<file path="src/rtl/fd_sched.sv">
// fd_sched: single-clock scheduled frequency divider with start/stop sequencing
// and a glitch-free ratio-change handshake (new ratio applies on a period boundary).
// Ports:
//   clk, rst         - system clock, synchronous active-high reset
//   start, stop      - pulses: begin/resume dividing, finish current period then idle
//   cfg_valid/ready  - ratio offer handshake; cfg_div is the requested ratio N
//   cfg_err          - one-cycle pulse after an offered ratio of 0 was rejected
//   busy             - counter active (RUN or DRAIN)
//   tick             - high in the last cycle of each output period
//   clk_out          - registered divided square wave (ceil(N/2) high, floor(N/2) low)
//   cur_div          - ratio currently in effect
//   periods          - completed-period count
// Optional feature: define FD_SCHED_PERIODS_EN to build the 16-bit period counter;
// without it, periods is tied to 0.
module fd_sched #(
  parameter int WIDTH   = 8,
  parameter int DEF_DIV = 2
) (
  input  logic             clk,
  input  logic             rst,
  input  logic             start,
  input  logic             stop,
  input  logic             cfg_valid,
  output logic             cfg_ready,
  input  logic [WIDTH-1:0] cfg_div,
  output logic             cfg_err,
  output logic             busy,
  output logic             tick,
  output logic             clk_out,
  output logic [WIDTH-1:0] cur_div,
  output logic [15:0]      periods
);

  typedef enum logic [1:0] {IDLE, RUN, DRAIN} state_t;

  state_t           state, state_nxt;
  logic [WIDTH-1:0] cnt, cnt_nxt;
  logic [WIDTH-1:0] div_nxt;
  logic             pend, pend_nxt;
  logic [WIDTH-1:0] pend_div, pend_div_nxt;
  logic             busy_nxt;
  logic             acc_ok;
  logic             err_nxt;
  logic             clk_out_nxt;

  assign busy      = (state != IDLE);
  assign tick      = busy && (cnt == cur_div - 1'b1);
  // Only one ratio can be waiting; the slot frees at the wrap that consumes it.
  assign cfg_ready = ~pend;

  always_comb begin
    state_nxt    = state;
    cnt_nxt      = cnt;
    div_nxt      = cur_div;
    pend_nxt     = pend;
    pend_div_nxt = pend_div;
    acc_ok       = cfg_valid && cfg_ready && (cfg_div != '0);
    err_nxt      = cfg_valid && cfg_ready && (cfg_div == '0);

    case (state)
      IDLE: begin
        cnt_nxt = '0;
        if (start) state_nxt = RUN;
      end
      RUN: begin
        cnt_nxt = tick ? '0 : cnt + 1'b1;
        if (stop) state_nxt = DRAIN;
      end
      DRAIN: begin
        // A start while draining cancels the stop without restarting the period.
        cnt_nxt = tick ? '0 : cnt + 1'b1;
        if (start)     state_nxt = RUN;
        else if (tick) state_nxt = IDLE;
      end
      default: begin
        state_nxt = IDLE;
        cnt_nxt   = '0;
      end
    endcase

    // Pending ratio is consumed at the wrap, even if that wrap returns to IDLE.
    if (tick && pend) begin
      div_nxt  = pend_div;
      pend_nxt = 1'b0;
    end

    if (acc_ok) begin
      if (!busy || tick) begin
        // Idle, or already on a period boundary: the ratio can take effect now
        // without truncating or stretching any period.
        div_nxt = cfg_div;
      end else begin
        pend_nxt     = 1'b1;
        pend_div_nxt = cfg_div;
      end
    end

    busy_nxt    = (state_nxt != IDLE);
    // Computed from next-state values so clk_out lines up with the cnt it describes.
    clk_out_nxt = busy_nxt && (cnt_nxt < div_nxt - (div_nxt >> 1));
  end

  always_ff @(posedge clk) begin
    if (rst) begin
      state    <= IDLE;
      cnt      <= '0;
      cur_div  <= WIDTH'(DEF_DIV);
      pend     <= 1'b0;
      pend_div <= '0;
      cfg_err  <= 1'b0;
      clk_out  <= 1'b0;
    end else begin
      state    <= state_nxt;
      cnt      <= cnt_nxt;
      cur_div  <= div_nxt;
      pend     <= pend_nxt;
      pend_div <= pend_div_nxt;
      cfg_err  <= err_nxt;
      clk_out  <= clk_out_nxt;
    end
  end

`ifdef FD_SCHED_PERIODS_EN
  logic [15:0] period_cnt;

  always_ff @(posedge clk) begin
    if (rst)       period_cnt <= '0;
    else if (tick) period_cnt <= period_cnt + 16'd1;
  end

  assign periods = period_cnt;
`else
  assign periods = '0;
`endif

endmodule
</file>
<file path="config.mk">
export PLATFORM = sky130hd
export DESIGN_NAME = fd_sched
export DESIGN_NICKNAME = d
export VERILOG_FILES = /design/src/rtl/fd_sched.sv
export SDC_FILE = /design/constraint.sdc
export NUM_CORES = 1
export LEC_CHECK = 0
export ABC_AREA = 1
export CORE_UTILIZATION = 55
export DETAILED_ROUTE_END_ITERATION = 7
export PLACE_DENSITY = 0.83
export REMOVE_ABC_BUFFERS = 1
export SLEW_MARGIN = 5
export SYNTH_ARGS = -nofsm -noshare
export SYNTH_HDL_FRONTEND = slang
export SYNTH_SLANG_ARGS = --single-unit
</file>
<file path="constraint.sdc">
create_clock -name clk -period 10.75 [get_ports clk]
set_clock_uncertainty 0.1 [all_clocks]
set_input_delay 3.225 -clock clk [delete_from_list [all_inputs] [get_ports clk]]
set_output_delay 3.225 -clock clk [all_outputs]
set_load 0.02 [all_outputs]
</file>
Word-level counts from Yosys, hierarchy flattened --
Index checks and enable logic that the tools add are counted.
Storage, ports and cells: bits in registers 29, input port bits 13, output and inout port bits 29, word-level logic and storage cells 44
Operators by class: $add $sub $neg 3, magnitude comparators 1, eq/ne operators 3, multiplexer cells 13, bitwise operators 2, reductions and logical operators 15
Operators by type and width (number):
- $mux 8 | 5
- $add 8x1->8 const B | 1
- $eq 8x8->1 | 1
- $logic_not 8->1 | 1
- $lt 8x8->1 | 1
- $mux 2 | 4
- $reduce_bool 8->1 | 1
- $sub 8x1->8 const B | 1
- $sub 8x7->8 | 1
- $logic_and 1x1->1 | 6
- $pmux 2 s3 | 1
- $reduce_bool 2->1 | 2
- $mux 1 | 3
- $eq 2x1->1 const B | 1
- $eq 2x2->1 const B | 1
- $logic_not 2->1 | 1
- $not 1->1 | 2
- $reduce_and 2->1 | 1
- $reduce_or 2->1 | 1
- $logic_not 1->1 | 1
- $logic_or 1x1->1 | 1

Depth between registers and ports, before layout --
Gate-level depths: netlist of run 1.
depth after elaboration 10, gate-level depth with buffers 35, gate-level depth less buffers 35

Worst setup path before layout of run 1 --
Ideal clock, no wire load.
path type input-to-reg, start point in cfg_div[4], end point reg clk_out, library setup time 70 ps, arrival 6289 ps, required time 10580 ps, setup slack 4292 ps, stages 25, path buffers 1, cell sequence nor4_1 > nand2_1 > nand3_1 > inv_1 > nand2_1 > buf_6 > nor2_1 > nor2_1 > inv_1 > ha_1 > nand2_1 > o21ai_0 > a21oi_1 > o21ai_0 > a21oi_1 > inv_1 > a21oi_1 > nand3_1 > nand2_1 > ha_1 > a21oi_1 > nand3_1 > a41oi_1 > nand2_1 > a21oi_1
On the way: word-level cells in the longest chain between the ends 6, elaborated cells on any way between the ends 7, those cells by class 1 x add/sub; 1 x order compare; 2 x mux; 3 x reduce/logical
RTL lines:
- start, declared | RTL line 25 | input logic [WIDTH-1:0] cfg_div,
- $reduce_bool 8->1 | RTL line 57 | acc_ok = cfg_valid && cfg_ready && (cfg_div != '0);
- $logic_and 1x1->1 | RTL line 57
- $mux 8 | RTL line 87 | if (acc_ok) begin
- named net div_nxt[1] | RTL line 38 | logic [WIDTH-1:0] div_nxt;
- $sub 8x7->8 | RTL line 100 | clk_out_nxt = busy_nxt && (cnt_nxt < div_nxt - (div_nxt >> 1));
- $lt 8x8->1 | RTL line 100
- $logic_and 1x1->1 | RTL line 100
- end signal, assigned | RTL line 119 | clk_out <= clk_out_nxt;
- end, declared | RTL line 29 | output logic clk_out,
The timed path passes the listed nets, and every way through them passes these cells. A chain may end at the register's enable or synchronous reset.

Final worst setup path of run 1 --
Ends and elaborated chain as after synthesis.

==> impl_metrics.json, run 1 <==
{
  "rsz0062_at_grt": "false",
  "worst_r2r_path_depth": 32,
  "cts_tree": "built",
  "core_area_um2": 4090,
  "drt_iter0_drc": 242,
  "max_cap_violations": 0,
  "setup_viol": 0,
  "firstDrtPassIters": 4,
  "antenna_cells": 0,
  "grt_max_degree": 19,
  "area_growth_pct": 14.2,
  "antenna_found_initial": 0,
  "cts_buffer_depth": 2,
  "criticalPathCategory": "in -> reg",
  "holdWs_ps": 357,
  "vias": 2270,
  "synthMuxAreaShare_pct": 0,
  "cts-root-buf": "clkbuf_8",
  "drive_gt1_share_pct": 9.84,
  "initial_core_util_pct": 58.6,
  "syn-cell-area_um2": 2390,
  "worstSetupStartpoint": "cfg_div[4]",
  "cts_htree_levels": 2,
  "nets": 419,
  "ys_ff_latch": 29,
  "worstSkewPairLatency_ps": 290,
  "worstPathMaxFanout": 13,
  "drc": 0,
  "power_density_nw_per_um2": 172,
  "synth_top_family_by_area": "simple AND/OR/NAND/NOR gates",
  "end_kind": "flop",
  "crit_end": "clk_out",
  "num-fill-cells": 355,
  "detail_route.wl_per_cell_um": 12.6,
  "drt_wl_total_mm": 5.51,
  "via_per_inst": 5.21,
  "peakVddDrop_v": 0.000124,
  "fin_setup_tns_ps": 0,
  "hold_class": "reg -> reg",
  "worst_pin_slew_ps": 757,
  "fin_util_pct": 66.9,
  "worstPathRequired_ps": 10860,
  "max_slew_margin_pct": 49.4,
  "dieArea_um2": 4620,
  "total_leakage_power_nw": 1.37,
  "place_congestion": 0.911,
  "timing.rr.start": "cur_div[0]",
  "yosys.area_share.simple_pct": 29.6,
  "ant_nets": 0,
  "yosysUniqueCellTypes": 31,
  "post-route-min-period_ps": 7370,
  "die_h_um": 68.0,
  "place_hpwl_mm": 4.37,
  "grt_usage_pct": 26.0,
  "cts_resized": 0,
  "yosysTopAreaCellShare_pct": 24.2,
  "final_max_slew_viol_count": 0,
  "grt_pass1_wl_mm": 8.76,
  "hold_violations": 0,
  "hold_buffers": 0,
  "max_freq_mhz": 136,
  "outcome": "finished, final reports clean",
  "grt_overflow": 0,
  "fin_crit_sh_pct": 68.6,
  "ys_seq_area_share_pct": 24.2,
  "fp.dieW_um": 68.0,
  "yosys.area.top_type": "dfxtp_1",
  "io_pins": 42,
  "cts_made_buffers": 5,
  "postCtsSetupRepairBufs": 0,
  "cp-start-kind": "input pin",
  "syn_avg_cell_area_um2": 6.63,
  "yosysWarnings": 0,
  "r2r_slack_ps": 5580,
  "arrival_ps": 7490,
  "num_rows": 23,
  "portBuffers": 25,
  "cts.sinks": 29,
  "r2r-end": "clk_out",
  "syn_inst": 361,
  "synthAdderAreaFrac_pct": 11.3,
  "synth_compound_area_share_pct": 13.1,
  "synth-xor-area-share_pct": 5.49,
  "netlist_top_cells_area": "dfxtp_1 24%, nand2_1 12%, ha_1 10%",
  "clkSlewWorstSetupHoldPaths_ps": 60,
  "grt_pass1_vias": 2002
}
[area by class of cell]
type	count	area (um2)	share of cell area, %
Multi-Input combinational cell	264	1480	54.2
Sequential cell	29	581	21.2
Timing Repair Buffer	25	250	9.15
Inverter	60	225	8.23
Clock buffer	5	68.8	2.52
Clock inverter	3	65.1	2.38
Tap cell	50	62.6	2.29
[registers in the layout (all words and copies together) (netlist names), named ones only]
register  cells
state         2
cnt           8
clk_out       1
cfg_err       1
pend_div      8
cur_div       8
[per-layer routing]
layer  track usage, %  vias to the layer above  part of all wire (%)
met2             44.0                       71                    48
met5                0                        -                     0
met1             32.8                     1029                    45
li1                 -                     1160                     -
met4             7.81                        0                   1.9
met3             5.50                       10                   5.0
[through the flow]
step	worst slack, ps	total power [mW]	instances	instance area, um2
detailed placement	3160	0.334	428	2600
finish	3380	0.470	436	2740
CTS	3430	0.471	436	2740
floorplan	4130	0.278	353	2290
global placement	3380	0.326	428	2600
global route	3020	0.504	436	2740
[cells by family after synthesis]
| group | after synthesis |
|---|---|
| AO/OA/AOI/OAI | 49 |
| buffers and inverters | 83 |
| flip-flops | 29 |
| other | 1 |
| XOR/XNOR | 15 |
| AND/OR/NAND/NOR | 163 |
| adder cells (fa/ha/maj) | 21 |
[cell usage in the layout (no fill, tap or decap)]
cell,instances
clkinv_2,1
xnor2_1,5
o21ai_0,16
clkdlybuf4s50_1,25
o211ai_1,1
bufinv_16,2
nor2_2,8
nand4_1,4
xor2_1,10
clkbuf_8,5
o211ai_2,5
inv_1,55
nand2_2,5
nor2_1,33
o21ai_2,3
dfxtp_1,29
or2_2,2
o21a_1,1
a21oi_1,20
ha_1,20
nor3_1,7
nand3_2,1
nand2_1,78
fa_1,1
a31oi_2,1
a211oi_1,1
nand3_1,23
nor4_1,2
conb_1,16
a41oi_1,1
inv_2,5
[cell usage after synthesis]
master and instances:
nor4_1 2, ha_1 20, buf_6 2, a31oi_2 1, nand3_1 23, o211ai_1 1, nand2_1 78, buf_2 1
fa_1 1, inv_1 55, o21a_1 1, or2_2 2, o21ai_0 16, o211ai_2 5, conb_1 1, inv_2 5
a21oi_1 20, nor2_2 8, xnor2_1 5, nor2_1 33, xor2_1 10, a41oi_1 1, nand2_2 5, o21ai_2 3
nor3_1 7, nand3_2 1, a211oi_1 1, nand4_1 4, dfxtp_1 29, buf_4 16, clkbuf_1 4
[critical path, stage by stage]
cell	delay [ps]
clkdlybuf4s50_1	440
nor4_1	320
nand2_1	120
nand3_1	80
inv_1	50
nand2_1	410
inv_1	180
a211oi_1	260
nor2_1	120
inv_1	100
ha_1	240
nand2_1	70
o21ai_0	140
a21oi_1	150
o21ai_0	130
a21oi_1	150
inv_1	50
a21oi_1	180
inv_1	60
nand2_1	70
nand2_1	50
ha_1	310
a21oi_1	160
nand3_1	70
a41oi_1	180
nand2_1	70
a21oi_1	100
[how the worst min path moves through the flow]
stage | slack (ps) | cells past startpoint | from | endpoint
3_3_place_gp | 340 | 2 | pend_div[1] | pend_div[1]
2_1_floorplan | 320 | 2 | pend_div[1] | pend_div[1]
4_1_cts | 360 | 2 | pend_div[1] | pend_div[1]
6_report | 360 | 2 | pend_div[2] | pend_div[2]
3_5_place_dp | 350 | 2 | pend_div[1] | pend_div[1]
5_1_grt | 370 | 2 | pend_div[1] | pend_div[1]
[report_power, final]
| group | internal [mW] | leakage [nW] | switching, mW |
|---|---|---|---|
| Combinational | 0.0786 | 1.06 | 0.130 |
| Clock | 0.0920 | 0.0681 | 0.0425 |
| Sequential | 0.117 | 0.237 | 0.00960 |
| Total | 0.288 | 1.37 | 0.182 |
No activity file was read; power rests on OpenSTA's default activity.
==> run 2, diff against run 1 <==
- CORE_UTILIZATION: 55 -> 53
- PLACE_DENSITY: 0.83 -> 0.8
- clock period: 10.75 -> 7.7 ns (I/O delays scaled with it)
==> run 2 against run 1 <==
Against the previous run:
- sequential power increased by 39%
- utilization decreased by 4.1 points
- final area about the same
- critical path depth unchanged
- worst hold slack improved by 2.0 ps
- sequential share of layout area about the same
- non-clock buffer count unchanged
- sequential cell count unchanged
==> impl_metrics.json, run 2 (same netlist as run 1, synthesis figures left out) <==
{
  "area_growth_pct": 14.3,
  "core_area_um2": 4350,
  "nets": 419,
  "power_density_nw_per_um2": 239,
  "cp_top_family": "compound AO/OA/AOI/OAI gates",
  "slowest_stage": "clkdlybuf4s50_1",
  "postCtsSetupRepairBufs": 0,
  "drc": 0,
  "worstPathMaxFanout": 13,
  "num-fill-cells": 420,
  "cts_made_buffers": 5,
  "max_slew_margin_pct": 48.1,
  "outcome": "finished, final reports clean",
  "hold_violations": 0,
  "firstDrtPassIters": 4,
  "slowest_delay_ps": 440,
  "via_per_inst": 5.12,
  "most-common-layout-cells": "78 x nand2_1, 55 x inv_1, 33 x nor2_1",
  "detail_route.wl_per_cell_um": 12.4,
  "worst_r2r_path_depth": 32,
  "vias": 2243,
  "place_congestion": 0.905,
  "cts_buffer_depth": 2,
  "worst_pin_slew_ps": 776,
  "peakVddDrop_v": 0.000138,
  "cts-root-buf": "clkbuf_8",
  "setup_viol": 0,
  "end_kind": "flop",
  "rsz0062_at_grt": "false",
  "max_freq_mhz": 157,
  "grt_usage_pct": 23.9,
  "portBuffers": 25,
  "final_max_slew_viol_count": 0,
  "total_leakage_power_nw": 1.37,
  "place_hpwl_mm": 4.31,
  "final_common_cell": "nand2_1",
  "worstPathRequired_ps": 7820,
  "max_cap_violations": 0,
  "initial_core_util_pct": 55.0,
  "dieArea_um2": 4790,
  "cts.sinks": 29,
  "arrival_ps": 6500,
  "post-route-min-period_ps": 6390,
  "grt_max_degree": 19,
  "path_depth": 27,
  "drive_gt1_share_pct": 9.84,
  "antenna_cells": 0,
  "antenna_found_initial": 0,
  "drt_wl_total_mm": 5.41,
  "cts_resized": 0,
  "cp_common_cell": "nand2_1",
  "cts_tree": "built",
  "hold_buffers": 0,
  "die_h_um": 69.2,
  "drt_iter0_drc": 139,
  "criticalPathCategory": "in -> reg",
  "cp-start-kind": "input pin",
  "dp_slack_ps": 1040,
  "top_regs": "cnt x8, cur_div x8, pend_div x8",
  "hold_class": "reg -> reg",
  "clkSlewWorstSetupHoldPaths_ps": 70,
  "ant_nets": 0,
  "fin_setup_tns_ps": 0,
  "grt_pass1_vias": 2038,
  "hold_depth": 2,
  "fin_crit_sh_pct": 83.0,
  "num_rows": 24,
  "worstSkewPairLatency_ps": 290,
  "grt_pass1_wl_mm": 9.23,
  "cts_htree_levels": 2,
  "crit_buf_inv": 6,
  "setup_slack_ps": 1310,
  "fp.dieW_um": 69.2,
  "io_pins": 42,
  "grt_overflow": 0
}
==> run 2: worst register-to-register path: cells and delay by family, from the launching register on <==
kind                     cells  cell delay [ps]
adder cells (fa/ha/maj)      3              920
AO/OA/AOI/OAI                9             1350
buffers and inverters        5              590
flip-flops                   1              430
AND/OR/NAND/NOR             15             1600
==> run 2: final timing paths <==
kind	startpoint	endpoint	slack, ps
hold reg to reg	pend_div[1]	pend_div[1]	360
setup / recovery	cfg_div[4]	clk_out	1310
setup reg to reg	cur_div[0]	clk_out	2630
hold / removal	pend_div[1]	pend_div[1]	360
==> run 2: per-stage QoR <==
| stage | cells | total power, mW | area [um2] | utilization, % | hold slack (ps) |
|---|---|---|---|---|---|
| 6_report | 438 | 0.654 | 2740 | 62.9 | 359 |
| 5_1_grt | 438 | 0.704 | 2740 | 62.9 | 389 |
| 4_1_cts | 438 | 0.655 | 2740 | 62.9 | 359 |
| 3_5_place_dp | 430 | 0.463 | 2600 | 59.8 | 342 |
| 3_3_place_gp | 430 | 0.456 | 2600 | 59.8 | 338 |
| 2_1_floorplan | 353 | 0.388 | 2290 | - | 324 |
==> run 2: routing by layer <==
metal  global-route usage (%)  wire (um)  vias to the layer above
li1                         -          -                     1158
met1                     32.5       2610                     1007
met2                     37.9       2410                       66
met3                     4.36        255                       12
met4                     8.84        132                        0
met5                        0          0                        -
==> run 2: layout make-up <==
type                       instances  area, um2  share of cell area (%)
timing repair buffer              25        250                    9.14
clock inverter                     3       65.1                    2.38
tap                               52       65.1                    2.38
clock buffer                       5       68.8                    2.51
sequential                        29        581                    21.2
inverter                          60        225                    8.23
multi-input combinational        264       1480                    54.2
==> run 2: where the power goes <==
part           switching [mW]  internal (mW)  total, mW
sequential             0.0132          0.164      0.177
combinational           0.178          0.109      0.287
clock                  0.0621          0.129      0.191
total                   0.253          0.401      0.654
